--- src/rtl/fetch_queue_pkg.sv ---
// Shared types for the fetch-to-decode instruction buffer.
// Optional same-cycle bypass is enabled by defining FETCHQ_BYPASS_EN.
package common;
  localparam int unsigned FETCHQ_DEPTH = 4;
endpackage

package pipes;
  typedef enum logic [1:0] {
    NOERROR            = 2'd0,
    INSTR_MISALIGN     = 2'd1,
    INSTR_ACCESS_FAULT = 2'd2,
    INSTR_PAGE_FAULT   = 2'd3
  } fetch_err_e;

  typedef struct packed {
    logic        valid;
    logic [63:0] pc;
    logic [31:0] instr;
    fetch_err_e  error;
  } fetch_data_t;
endpackage

package fetch_queue_pkg;
  import pipes::*;

  // Stored payload; valid is implied by occupancy.
  typedef struct packed {
    logic [63:0] pc;
    logic [31:0] instr;
    fetch_err_e  error;
  } fetch_entry_t;

  function automatic bit depth_ok(int unsigned depth);
    return (depth >= 2) && ((depth & (depth - 1)) == 0);
  endfunction
endpackage

--- src/rtl/fetch_queue_if.sv ---
// Handshake bundle between fetch, the fetch queue and decode.
// Optional same-cycle bypass is enabled by defining FETCHQ_BYPASS_EN.
interface fetch_queue_if
  import pipes::*;
#(
  parameter int unsigned DEPTH = common::FETCHQ_DEPTH
);
  logic                     flush;
  fetch_data_t              in_data;
  logic                     in_ready;
  fetch_data_t              out_data;
  logic                     out_ready;
  logic [$clog2(DEPTH):0]   count;

  modport master (
    output flush, in_data, out_ready,
    input  in_ready, out_data, count
  );

  modport slave (
    input  flush, in_data, out_ready,
    output in_ready, out_data, count
  );
endinterface

--- src/rtl/fetch_queue.sv ---
// In-order instruction buffer decoupling fetch from decode stalls; flush drops all entries.
// Defining FETCHQ_BYPASS_EN lets an empty queue forward in_data to out_data in the same cycle.
module fetch_queue
  import pipes::*;
  import fetch_queue_pkg::*;
#(
  parameter int unsigned DEPTH = common::FETCHQ_DEPTH
) (
  input logic           clk,
  input logic           reset,
  fetch_queue_if.slave  fq
);
  localparam int unsigned PtrW = $clog2(DEPTH);
  localparam int unsigned CntW = PtrW + 1;

  if (!depth_ok(DEPTH)) begin : g_bad_depth
    $error("fetch_queue: DEPTH must be a power of two and >= 2");
  end

  fetch_entry_t    mem_q [DEPTH];
  logic [PtrW-1:0] rd_ptr_q, rd_ptr_d;
  logic [PtrW-1:0] wr_ptr_q, wr_ptr_d;
  logic [CntW-1:0] count_q, count_d;

  logic        empty, full;
  logic        bypass_take;
  logic        push, pop;
  fetch_data_t out_data;

  assign empty = (count_q == '0);
  assign full  = (count_q == CntW'(DEPTH));

`ifdef FETCHQ_BYPASS_EN
  // An empty queue hands the packet straight to decode when decode is ready.
  assign bypass_take = empty && fq.in_data.valid && fq.out_ready && !fq.flush;
`else
  assign bypass_take = 1'b0;
`endif

  // in_ready depends only on state, never on out_ready.
  assign fq.in_ready = !full;
  assign push = fq.in_data.valid && !full && !fq.flush && !bypass_take;
  assign pop  = !empty && fq.out_ready && !fq.flush;

  always_comb begin
    out_data = '0;
    if (!empty) begin
      out_data.valid = 1'b1;
      out_data.pc    = mem_q[rd_ptr_q].pc;
      out_data.instr = mem_q[rd_ptr_q].instr;
      out_data.error = mem_q[rd_ptr_q].error;
    end
`ifdef FETCHQ_BYPASS_EN
    else if (fq.in_data.valid) begin
      out_data = fq.in_data;
    end
`endif
  end

  assign fq.out_data = out_data;
  assign fq.count    = count_q;

  always_comb begin
    rd_ptr_d = rd_ptr_q;
    wr_ptr_d = wr_ptr_q;
    count_d  = count_q;
    if (fq.flush) begin
      rd_ptr_d = '0;
      wr_ptr_d = '0;
      count_d  = '0;
    end else begin
      if (push) wr_ptr_d = wr_ptr_q + 1'b1;
      if (pop)  rd_ptr_d = rd_ptr_q + 1'b1;
      unique case ({push, pop})
        2'b10:   count_d = count_q + 1'b1;
        2'b01:   count_d = count_q - 1'b1;
        default: count_d = count_q;
      endcase
    end
  end

  always_ff @(posedge clk) begin
    if (reset) begin
      rd_ptr_q <= '0;
      wr_ptr_q <= '0;
      count_q  <= '0;
    end else begin
      rd_ptr_q <= rd_ptr_d;
      wr_ptr_q <= wr_ptr_d;
      count_q  <= count_d;
    end
  end

  // Storage is not reset; occupancy alone decides what is visible.
  always_ff @(posedge clk) begin
    if (push && !reset) begin
      mem_q[wr_ptr_q].pc    <= fq.in_data.pc;
      mem_q[wr_ptr_q].instr <= fq.in_data.instr;
      mem_q[wr_ptr_q].error <= fq.in_data.error;
    end
  end
endmodule

--- src/flat_wrapper.sv ---
// flat-port wrapper written by rule: the top's interface ports become plain ports
module fetch_queue_flat import pipes::*; import fetch_queue_pkg::*;
#(
  parameter int unsigned DEPTH = common::FETCHQ_DEPTH
)
  (clk, reset, fq_flush, fq_in_data, fq_out_ready, fq_in_ready, fq_out_data, fq_count);
  fetch_queue_if #(.DEPTH(DEPTH)) fq_i ();
  input logic clk;
  input logic reset;
  input wire logic [$bits(fq_i.flush)-1:0] fq_flush;
  input wire logic [$bits(fq_i.in_data)-1:0] fq_in_data;
  input wire logic [$bits(fq_i.out_ready)-1:0] fq_out_ready;
  output wire logic [$bits(fq_i.in_ready)-1:0] fq_in_ready;
  output wire logic [$bits(fq_i.out_data)-1:0] fq_out_data;
  output wire logic [$bits(fq_i.count)-1:0] fq_count;
  assign fq_i.flush = fq_flush;
  assign fq_i.in_data = fq_in_data;
  assign fq_i.out_ready = fq_out_ready;
  assign fq_in_ready = fq_i.in_ready;
  assign fq_out_data = fq_i.out_data;
  assign fq_count = fq_i.count;
  fetch_queue #(.DEPTH(DEPTH)) u_core (.clk(clk), .reset(reset), .fq(fq_i));
endmodule
--- config.mk ---
export PLATFORM = sky130hd
export DESIGN_NAME = fetch_queue_flat
export DESIGN_NICKNAME = d
export VERILOG_FILES = /design/src/rtl/fetch_queue_pkg.sv /design/src/rtl/fetch_queue_if.sv /design/src/rtl/fetch_queue.sv /design/src/flat_wrapper.sv
export SDC_FILE = /design/constraint.sdc
export NUM_CORES = 1
export LEC_CHECK = 0
export BUFFER_PORTS_ARGS = -buffer_cell sky130_fd_sc_hd__buf_2
export CORE_MARGIN = 1.5
export CORE_UTILIZATION = 60
export CTS_BUF_LIST = sky130_fd_sc_hd__clkbuf_4 sky130_fd_sc_hd__clkbuf_8 sky130_fd_sc_hd__clkbuf_16
export DETAILED_ROUTE_END_ITERATION = 6
export GPL_TIMING_DRIVEN = 0
export MAX_ROUTING_LAYER = met4
export PLACE_DENSITY = 0.88
export SLEW_MARGIN = 15
export SYNTH_ARGS = -nofsm -noshare
export SYNTH_HDL_FRONTEND = slang
export SYNTH_SLANG_ARGS = --single-unit
--- constraint.sdc ---
create_clock -name clk -period 6.9 [get_ports clk]
set_input_delay 1.38 -clock clk [delete_from_list [all_inputs] [get_ports clk]]
set_output_delay 1.38 -clock clk [all_outputs]
set_load 0.03 [all_outputs]
Word level (Yosys, flattened, before mapping)
Memory sizes are Yosys's and may differ from the RTL's. A register that Yosys moved wholly into a read port is not among the register bits.
Cells that the tools add are included.
Widths: inputs -> output; s select.
{ "totals": {"output_inout_bits": 103, "ramBits": 392, "elab_cells": 29, "ff_bits": 7, "memories": 1} }
{ "op_classes": {"mux": 6, "n_eq_ne": 3, "add_sub_neg": 4, "n_reduce_logical": 12} }
{ "mem_list": {"columns": ["name", "depth", "word_bits", "rd", "rd_clocked_by_memory_dff", "write_ports", "line_no", "rtl"], "rows": [
  ["u_core.mem_q", 4, 98, 1, 1, 1, "fetch_queue.sv:20", "fetch_entry_t mem_q [DEPTH];"]
]} }
{ "op_table": {"columns": ["cell", "count"], "rows": [
  ["$mux 99", 1],
  ["$pmux 3 s2", 1],
  ["$logic_and 1x1->1", 5],
  ["$add 2x1->2 const B", 2],
  ["$logic_not 1->1", 4],
  ["$mux 2", 2],
  ["$add 3x1->3 const B", 1],
  ["$eq 3x3->1 const B", 1],
  ["$logic_not 3->1", 1],
  ["$sub 3x1->3 const B", 1],
  ["$eq 2x1->1 const B", 1],
  ["$eq 2x2->1 const B", 1],
  ["$mux 1", 2],
  ["$reduce_bool 2->1", 1],
  ["$reduce_or 2->1", 1]
]} }

Depth between registers and ports, before layout
Gate-level depths: netlist of the first run.
{ "depth": {"depth_word": 7, "mapped_depth": 9} }

Worst setup path before layout of the first run
No wires, ideal clock.
{ "synth_path": {"kind": "input-to-reg", "start": "input port fq_flush", "end": "memory u_core.mem_q[0][0] in the netlist's numbering, enable pin", "slack_ns": 2.448, "cell_stages": 2, "setup_time_ns": 0.469, "arrival_time_ns": 3.983, "required_ns": 6.431, "path_buffers": 0, "cell_sequence": "nor2_1 and3_1"} }
{ "synth_via": {"elab_chain_cells": 5} }
{ "synth_rtl": {"columns": ["item", "line_no", "rtl"], "rows": [
  ["start: declaration", "flat_wrapper.sv:10", "input wire logic [$bits(fq_i.flush)-1:0] fq_flush;"],
  ["$logic_not 1->1", "fetch_queue.sv:42", "assign push = fq.in_data.valid && !full && !fq.flush && !bypass_take;"],
  ["$logic_and 1x1->1", "fetch_queue.sv:42", null],
  ["$logic_and 1x1->1", "fetch_queue.sv:96", "if (push && !reset) begin"],
  ["$mux 1", "fetch_queue.sv:96", null],
  ["$mux 1 (not written as such)", "fetch_queue.sv:99", "mem_q[wr_ptr_q].error <= fq.in_data.error;"],
  ["end: declaration", "fetch_queue.sv:20", null]
]} }
Every way passes these cells.

Worst setup path after layout of the first run
{ "layout_path": {"start": "register u_core.count_q[0] (netlist: u_core.fq.count[0])", "end": "output port fq_out_data[69]"} }
{ "layout_via": {"elab_chain_cells": 2} }
{ "layout_rtl": {"columns": ["item", "line_no", "rtl"], "rows": [
  ["start: declaration", "fetch_queue.sv:23", "logic [CntW-1:0] count_q, count_d;"],
  ["start signal: assignment", "fetch_queue.sv:90", "count_q <= count_d;"],
  ["$logic_not 3->1", "fetch_queue.sv:30", "assign empty = (count_q == '0);"],
  ["$mux 99", "fetch_queue.sv:47", "if (!empty) begin"],
  ["end: declaration", "flat_wrapper.sv:14", "output wire logic [$bits(fq_i.out_data)-1:0] fq_out_data;"]
]} }
Every way passes these cells.

==> impl_summary.md, run 1 <==
Floorplanning
The standard-cell row count is 58. The floorplan step defined a die boundary enclosing 0.0264 mm². The count of boundary I/O pins is 206. The height of the die is 162 µm. In this run the standard cell core region covers 0.0250 mm². The effective utilization at floorplan is 0.609. The die span in x is 162 µm.

Yosys
After synthesis the netlist holds a flip-flop and latch count of 401. The post-synthesis instance total is 674. Summing every instance area after synthesis gives 0.0152 mm². The share of the synthesized area in the top cell type is 0.772.

The top flip-flop cell by instance count after synthesis is edfxtp_1. The count of flip-flops with a built-in enable after synthesis is 392. The fraction of the yosys area taken by sequential cells is 0.784.

The cell taking the most area after synthesis is edfxtp_1. Yosys attributes the largest share of cell area to edfxtp_1 (77%), mux4_2 (14%), and2_1 (4.1%). The average cell area after synthesis is 22.6 µm². The number of distinct library cells after synthesis is 24.

The fraction of registers with async set/reset is 0. The post-synth net total is 783. The Yosys step of the flow raised 0 warnings.

Detailed routing
In the routed layout, each cell is associated on average with a via count of 5.73. Dividing the detail-routed wire length by the instance count gives 22.9 µm. The first detailed-routing pass took 5 iterations.

Summed over all layers, the routed wires come to 29.6 mm. In the routed design, unresolved DRC markers number 0. The post-route antenna net violation count is 0.

The routed layout has 7,402 vias. The violation count after the first detailed-route iteration is 637.

Clock network
The insertion delay to the later sink of the worst-skew pair is 0.52 ns. The number of H-tree branching levels is 2. The clock drives 401 sinks.

TritonCTS built the clock tree. Post-CTS repair changed the size of 0 cells. In this run, CTS created clock tree buffers numbering 40. After clock tree synthesis, the clock-pin slew on the worst setup and hold paths is 0.07 ns. The clock passes through at most 3 buffers. The CTS root buffer is clkbuf_16.

In this run, post-CTS hold repair placed 0 buffers. The buffer count from post-CTS setup fixing is 0.

STA
For the pin with the worst max-slew slack, the measured transition is 0.784 ns. Between clock sinks in the finished design, the worst skew comes to 0.0167 ns. The final period demand of the worst path is 3.93 ns. The post-route fraction of the period consumed by the critical path is 0.570.

The final max-slew violation count was 0. Setup repair after global routing left no endpoint under its margin. The worst-case headroom to the max-slew limit is 0.477. The final number of setup-violating endpoints is 0. Static timing analysis puts the maximum clock frequency at 254 MHz. The number of hold-slack violations in the final timing report is 0. The post-route setup TNS is 0 ns.

Worst setup path
The required time at the endpoint of the critical path is 5.52 ns. For the worst setup path, the data arrival time is 2.55 ns. The critical path is of the reg -> out type. The type of destination of the critical path is a primary output. The top fanout value on the critical path is 10. The worst setup path is launched from a flop.

Placed design
Counting tap cells, the placed design contains a total of 1,216 instances. The placer congestion estimate is 0.753. Buffers placed on the I/O ports in this run total 205. The wire-length estimate of the detail-placed layout is 18.0 mm.

Power and ir drop
The maximum vdd ir drop is 0.247 mV. The total power density per cell area is 270 mW/mm². The reported leakage power is 0.00627 µW.

Layout
Leaving out filler cells and counting taps, the final layout contains 1,291. The final layout net count is 1,037. The signed area change from the synthesized netlist to the final layout is 18.9%. Of the cells placed in the final design, the portion with a size suffix greater than 1 is 0.410.

Global route
The number of antenna violations at the first check in global routing came to 6. The total global routing track utilization is 0.236. The total overflow left after global routing is 0. Entering global routing, the biggest net connects 52 pins. The first-pass GRT wire length is 44.4 mm. The number of global-route vias before repair is 7,806.

Run
The number of maximum-capacitance violations is 0.

Outcome
The flow ran to the end, and the final reports show no timing, DRC or antenna violations.

Worst hold path
The tightest min-delay check is of the reg -> reg type.
==> final cells by class <==
type                            instances  area (µm²)
Sequential cell                       401       12000
Fill cell                            1444        6910
Multi-Input combinational cell        234        3110
Timing Repair Buffer                  212        1210
Clock buffer                           52        1110
Tap cell                              330         413
Buffer                                 34         184
Clock inverter                         17         111
Inverter                                5        18.8
Antenna cell                            6        15.0
==> routing by layer <==
metal  vias up  share of wire  GRT usage
li1       3270              -          -
met1      3770           0.39      0.305
met2       300           0.51      0.381
met3        62          0.064     0.0438
met4         0          0.030     0.0838
met5         -              0          -
==> state kept, by name (all words and copies together), names as in the netlist, named ones only <==
signal	count
u_core.fq.count	3
u_core.mem_q	392
u_core.rd_ptr_q	2
u_core.wr_ptr_q	2
==> worst max-delay path: stages (launching register included) <==
cell	delay [ns]
dfxtp_1	0.48
or3_1	0.16
buf_2	0.28
clkbuf_1	0.36
clkbuf_1	0.35
and2_1	0.20
buf_2	0.20
==> kinds of logic after synthesis <==
family	share of synthesized area
buffers and inverters	0.0133
AO/OA/AOI/OAI	0.00287
AND/OR/NAND/NOR	0.0475
XOR/XNOR	0.00230
adder cells (fa/ha/maj)	0.00542
multiplexers	0.145
flip-flops	0.784
==> cell usage after synthesis (all sizes together) (2+ instances only) <==
| library cell | number |
|---|---|
| or3 | 2 |
| and2 | 99 |
| xor2 | 4 |
| o31ai | 2 |
| edfxtp | 392 |
| buf | 16 |
| o21ai | 2 |
| dfxtp | 9 |
| nand4 | 2 |
| nor2 | 8 |
| and3 | 4 |
| mux4 | 98 |
| inv | 5 |
| ha | 5 |
| a21oi | 2 |
| clkbuf | 18 |
==> power breakdown <==
| part | switching [µW] | internal (µW) | leakage, µW |
|---|---|---|---|
| combinational | 120 | 71.5 | 0.00204 |
| clock | 835 | 1170 | 0.000615 |
| sequential | 7.08 | 2700 | 0.00361 |
==> cell usage in the layout, fill, tap and decap left out, types with 2 or more instances in the layout <==
master | synthesis | layout
dfxtp_1 | 9 | 9
inv_1 | 5 | 5
clkbuf_1 | 18 | 18
and3_4 | 0 | 4
xor2_1 | 4 | 4
clkbuf_16 | 0 | 41
mux4_2 | 98 | 98
and2_1 | 99 | 99
or3_1 | 2 | 2
o31ai_1 | 2 | 2
edfxtp_1 | 392 | 392
diode_2 | 0 | 6
clkinv_2 | 0 | 5
o21ai_0 | 2 | 2
clkinv_1 | 0 | 8
ha_1 | 5 | 5
inv_6 | 0 | 2
buf_16 | 0 | 6
buf_2 | 12 | 217
nor2_1 | 8 | 8
nand4_1 | 2 | 2
clkbuf_4 | 0 | 11
buf_8 | 3 | 3
a21oi_1 | 2 | 2
==> through the flow <==
stage | cell area [µm²] | setup slack [ns] | total power, µW | hold WS [ns] | utilization
2_1_floorplan | 15200 | 2.45 | 2860 | 0.470 | -
3_5_place_dp | 16900 | 3.45 | 2950 | 0.504 | 0.675
4_1_cts | 18100 | 2.87 | 4930 | 0.515 | 0.723
6_report | 18100 | 2.97 | 4900 | 0.515 | 0.724
5_1_grt | 18100 | 2.73 | 5040 | 0.561 | 0.724
3_3_place_gp | 16700 | 0.646 | 2940 | 0.493 | 0.666
==> worst paths after layout <==
kind	start	end	slack, ns	cells after the start
max	u_core.fq.count[0]$_SDFFE_PP0P_	fq_out_data[69]	2.97	6
min	u_core.wr_ptr_q[0]$_SDFFE_PP0N_	u_core.wr_ptr_q[0]$_SDFFE_PP0N_	0.52	2
max reg2reg	u_core.fq.count[2]$_SDFFE_PP0P_	u_core.fq.count[2]$_SDFFE_PP0P_	4.25	9
min reg2reg	u_core.wr_ptr_q[0]$_SDFFE_PP0N_	u_core.wr_ptr_q[0]$_SDFFE_PP0N_	0.52	2
(Power assumes the default switching activity.)
==> run 2, diff against run 1 <==
CORE_UTILIZATION = 57   (was 60)
PLACE_DENSITY = 0.84   (was 0.88)
clock period = 3.9 ns   (was 6.9 ns; I/O delays follow)
==> run 2 against run 1 <==
The flow now finishes with violations (DRC). Count of clock-buffer cells in the layout shrank 2. Routed wire length shrank 1.3%. Non-clock buffer count grew 1. Cell count grew 0.23%. Utilization shrank 3.0 points. Critical path depth is the same.
==> impl_summary.md, run 2 (synthesized netlist as in run 1, its figures left out) <==
Detailed routing
For this run, design rule violations remaining after detail routing come to 20. The first-pass detailed-route iteration total is 7. For this block, the initial DRC count from the detailed router was 735.

The post-route antenna net violation count is 0. The routed length per placed instance is 22.6 µm. The via-per-instance ratio is 5.76. The post-detailed-routing wire length is 29.2 mm. The total via count after detailed routing is 7,447.

Clock network
After clock tree synthesis, the repair step resized 0 gates. The number of H-tree branching levels is 2. For this design, the CTS-stage hold fixing added 0 buffers. Clock latency on the worst-skew pair, taken at its later pin, is 0.51 ns.

The clock edge transition at the registers on the reported setup and hold paths is 0.06 ns. The clock passes through at most 3 buffers. The clock net in this run drives a total of 401 sinks. The clock tree from TritonCTS is done. The tree is rooted in a clkbuf_16. The CTS buffer count is 40. The buffer count from post-CTS setup fixing is 0.

Power and ir drop
Power spread over the standard cell area amounts to 474 mW/mm². IR analysis of the VDD net gives a maximum drop of 0.431 mV. The reported leakage power is 0.00627 µW.

Layout
The proportion of layout cells with a drive suffix above 1 is 0.413. The finished layout holds 1,294 standard cells, fillers aside. The top cell types in the final layout, fill and taps aside, are edfxtp_1 (392), buf_2 (217), and2_1 (99). The flip-flop count of the largest register, all copies and words added is 392. The area of all placed cells without fillers is 0.0181 mm².

The signed area change from the synthesized netlist to the final layout is 18.9%. The final layout net count is 1,038. The register with the highest flop count is u_core.mem_q. The most common library cell in the layout ignoring fill and taps is edfxtp_1.

Placed design
Port buffering added 205 buffers. The HPWL after detailed placement is 18.3 mm. After detailed placement, the total cell area comes to 0.0169 mm². The cell count after placement is 1,222. The placer congestion estimate is 0.716.

Floorplanning
The total core area is 0.0261 mm². The effective utilization at floorplan is 0.583. The height of the die is 167 µm. 206 I/O pins were placed.

The standard-cell row count is 59. In this run the horizontal extent of the chip is 167 µm. The floorplan die area is 0.0277 mm².

Global route
The first global-routing pass estimated 46.0 mm of wire. The remaining global-route overflow is 0. The number of global-route vias before repair is 8,048.

Entering global routing, the biggest net connects 48 pins. For this run, the total global-route usage over all layers was measured as 0.227. The number of antenna violations at the first check in global routing came to 4.

Worst setup path
The critical path goes through buf_2 > buf_2 > buf_2 > mux4_2 > and2_1 > buf_2. The cell type of the slowest stage on the worst timing path is mux4_2. The maximum single-stage delay on the critical path is 0.40 ns. The top fanout value on the critical path is 10.

Data on the critical path is required at its endpoint by 3.12 ns. The type of destination of the critical path is a primary output. The critical path in this run is classified as reg -> out. In this design, the largest share of critical-path delay is due to buffers and inverters. Data on the critical path arrives at its endpoint at 2.54 ns.

The worst setup path is launched from a flop. By instance count, the cell type seen most on the critical path is buf_2. Counting both buffers and inverters, the worst setup path holds a total of 4.

STA
Setup violations remaining at the end of the flow were counted as 0. Setup repair after global routing left no endpoint under its margin. The post-route fraction of the period consumed by the critical path is 0.852. At the pin with the least slew margin, the transition time is 0.693 ns. The post-route setup TNS is 0 ns. The maximum operating frequency is 301 MHz. The number of hold-slack violations in the final timing report came to 0. On the final layout, the worst clock skew is 0.00860 ns. The worst-case headroom to the max-slew limit is 0.538. The final period demand of the worst path is 3.32 ns. The final max-slew violation count is 0.

Outcome
The checks that failed: DRC. The run finished, with violations left.

Worst hold path
The path type of the worst min-delay path is in -> reg.

Run
The number of maximum-capacitance violations is 0.
## run 2: where the power goes
| part | total [µW] | internal, µW | switching (µW) |
|---|---|---|---|
| clock | 3470 | 2000 | 1470 |
| sequential | 4790 | 4780 | 12.0 |
| combinational | 336 | 127 | 209 |
## run 2: final timing paths
kind | from | endpoint | slack, ns | depth (start not counted)
max reg2reg | u_core.fq.count[2]$_SDFFE_PP0P_ | u_core.fq.count[2]$_SDFFE_PP0P_ | 1.29 | 9
min reg2reg | u_core.rd_ptr_q[0]$_SDFFE_PP0N_ | u_core.rd_ptr_q[0]$_SDFFE_PP0N_ | 0.54 | 2
min | fq_in_data[93] | u_core.mem_q[1][93]$_DFFE_PP_ | 0.47 | 1
max | flop | fq_out_data[79] | 0.58 | 6
## run 2: layout make-up
type,count,area [µm²]
Inverter,5,18.8
Clock inverter,18,88.8
Timing Repair Buffer,213,1240
Clock buffer,50,1110
Multi-Input combinational cell,234,3110
Sequential cell,401,12000
Fill cell,1587,8000
Antenna cell,4,10.0
Tap cell,335,419
Buffer,34,184
## run 2: layer usage
layer | GRT usage | share of wire | up-vias | wire [µm]
li1 | - | - | 3264 | -
met2 | 0.366 | 0.51 | 268 | 14900
met4 | 0.0692 | 0.021 | 0 | 599
met1 | 0.296 | 0.39 | 3864 | 11500
met5 | - | 0 | - | 0
met3 | 0.0473 | 0.074 | 51 | 2150
## run 2: stage by stage
step | hold slack (ns) | power, µW | util | worst slack, ns
floorplan | 0.470 | 5050 | - | 0.981
finish | 0.474 | 8600 | 0.694 | 0.579
global route | 0.456 | 8880 | 0.694 | 0.374
global placement | 0.493 | 5190 | 0.639 | 0.0872
CTS | 0.453 | 8670 | 0.693 | 0.521
detailed placement | 0.515 | 5220 | 0.648 | 1.08
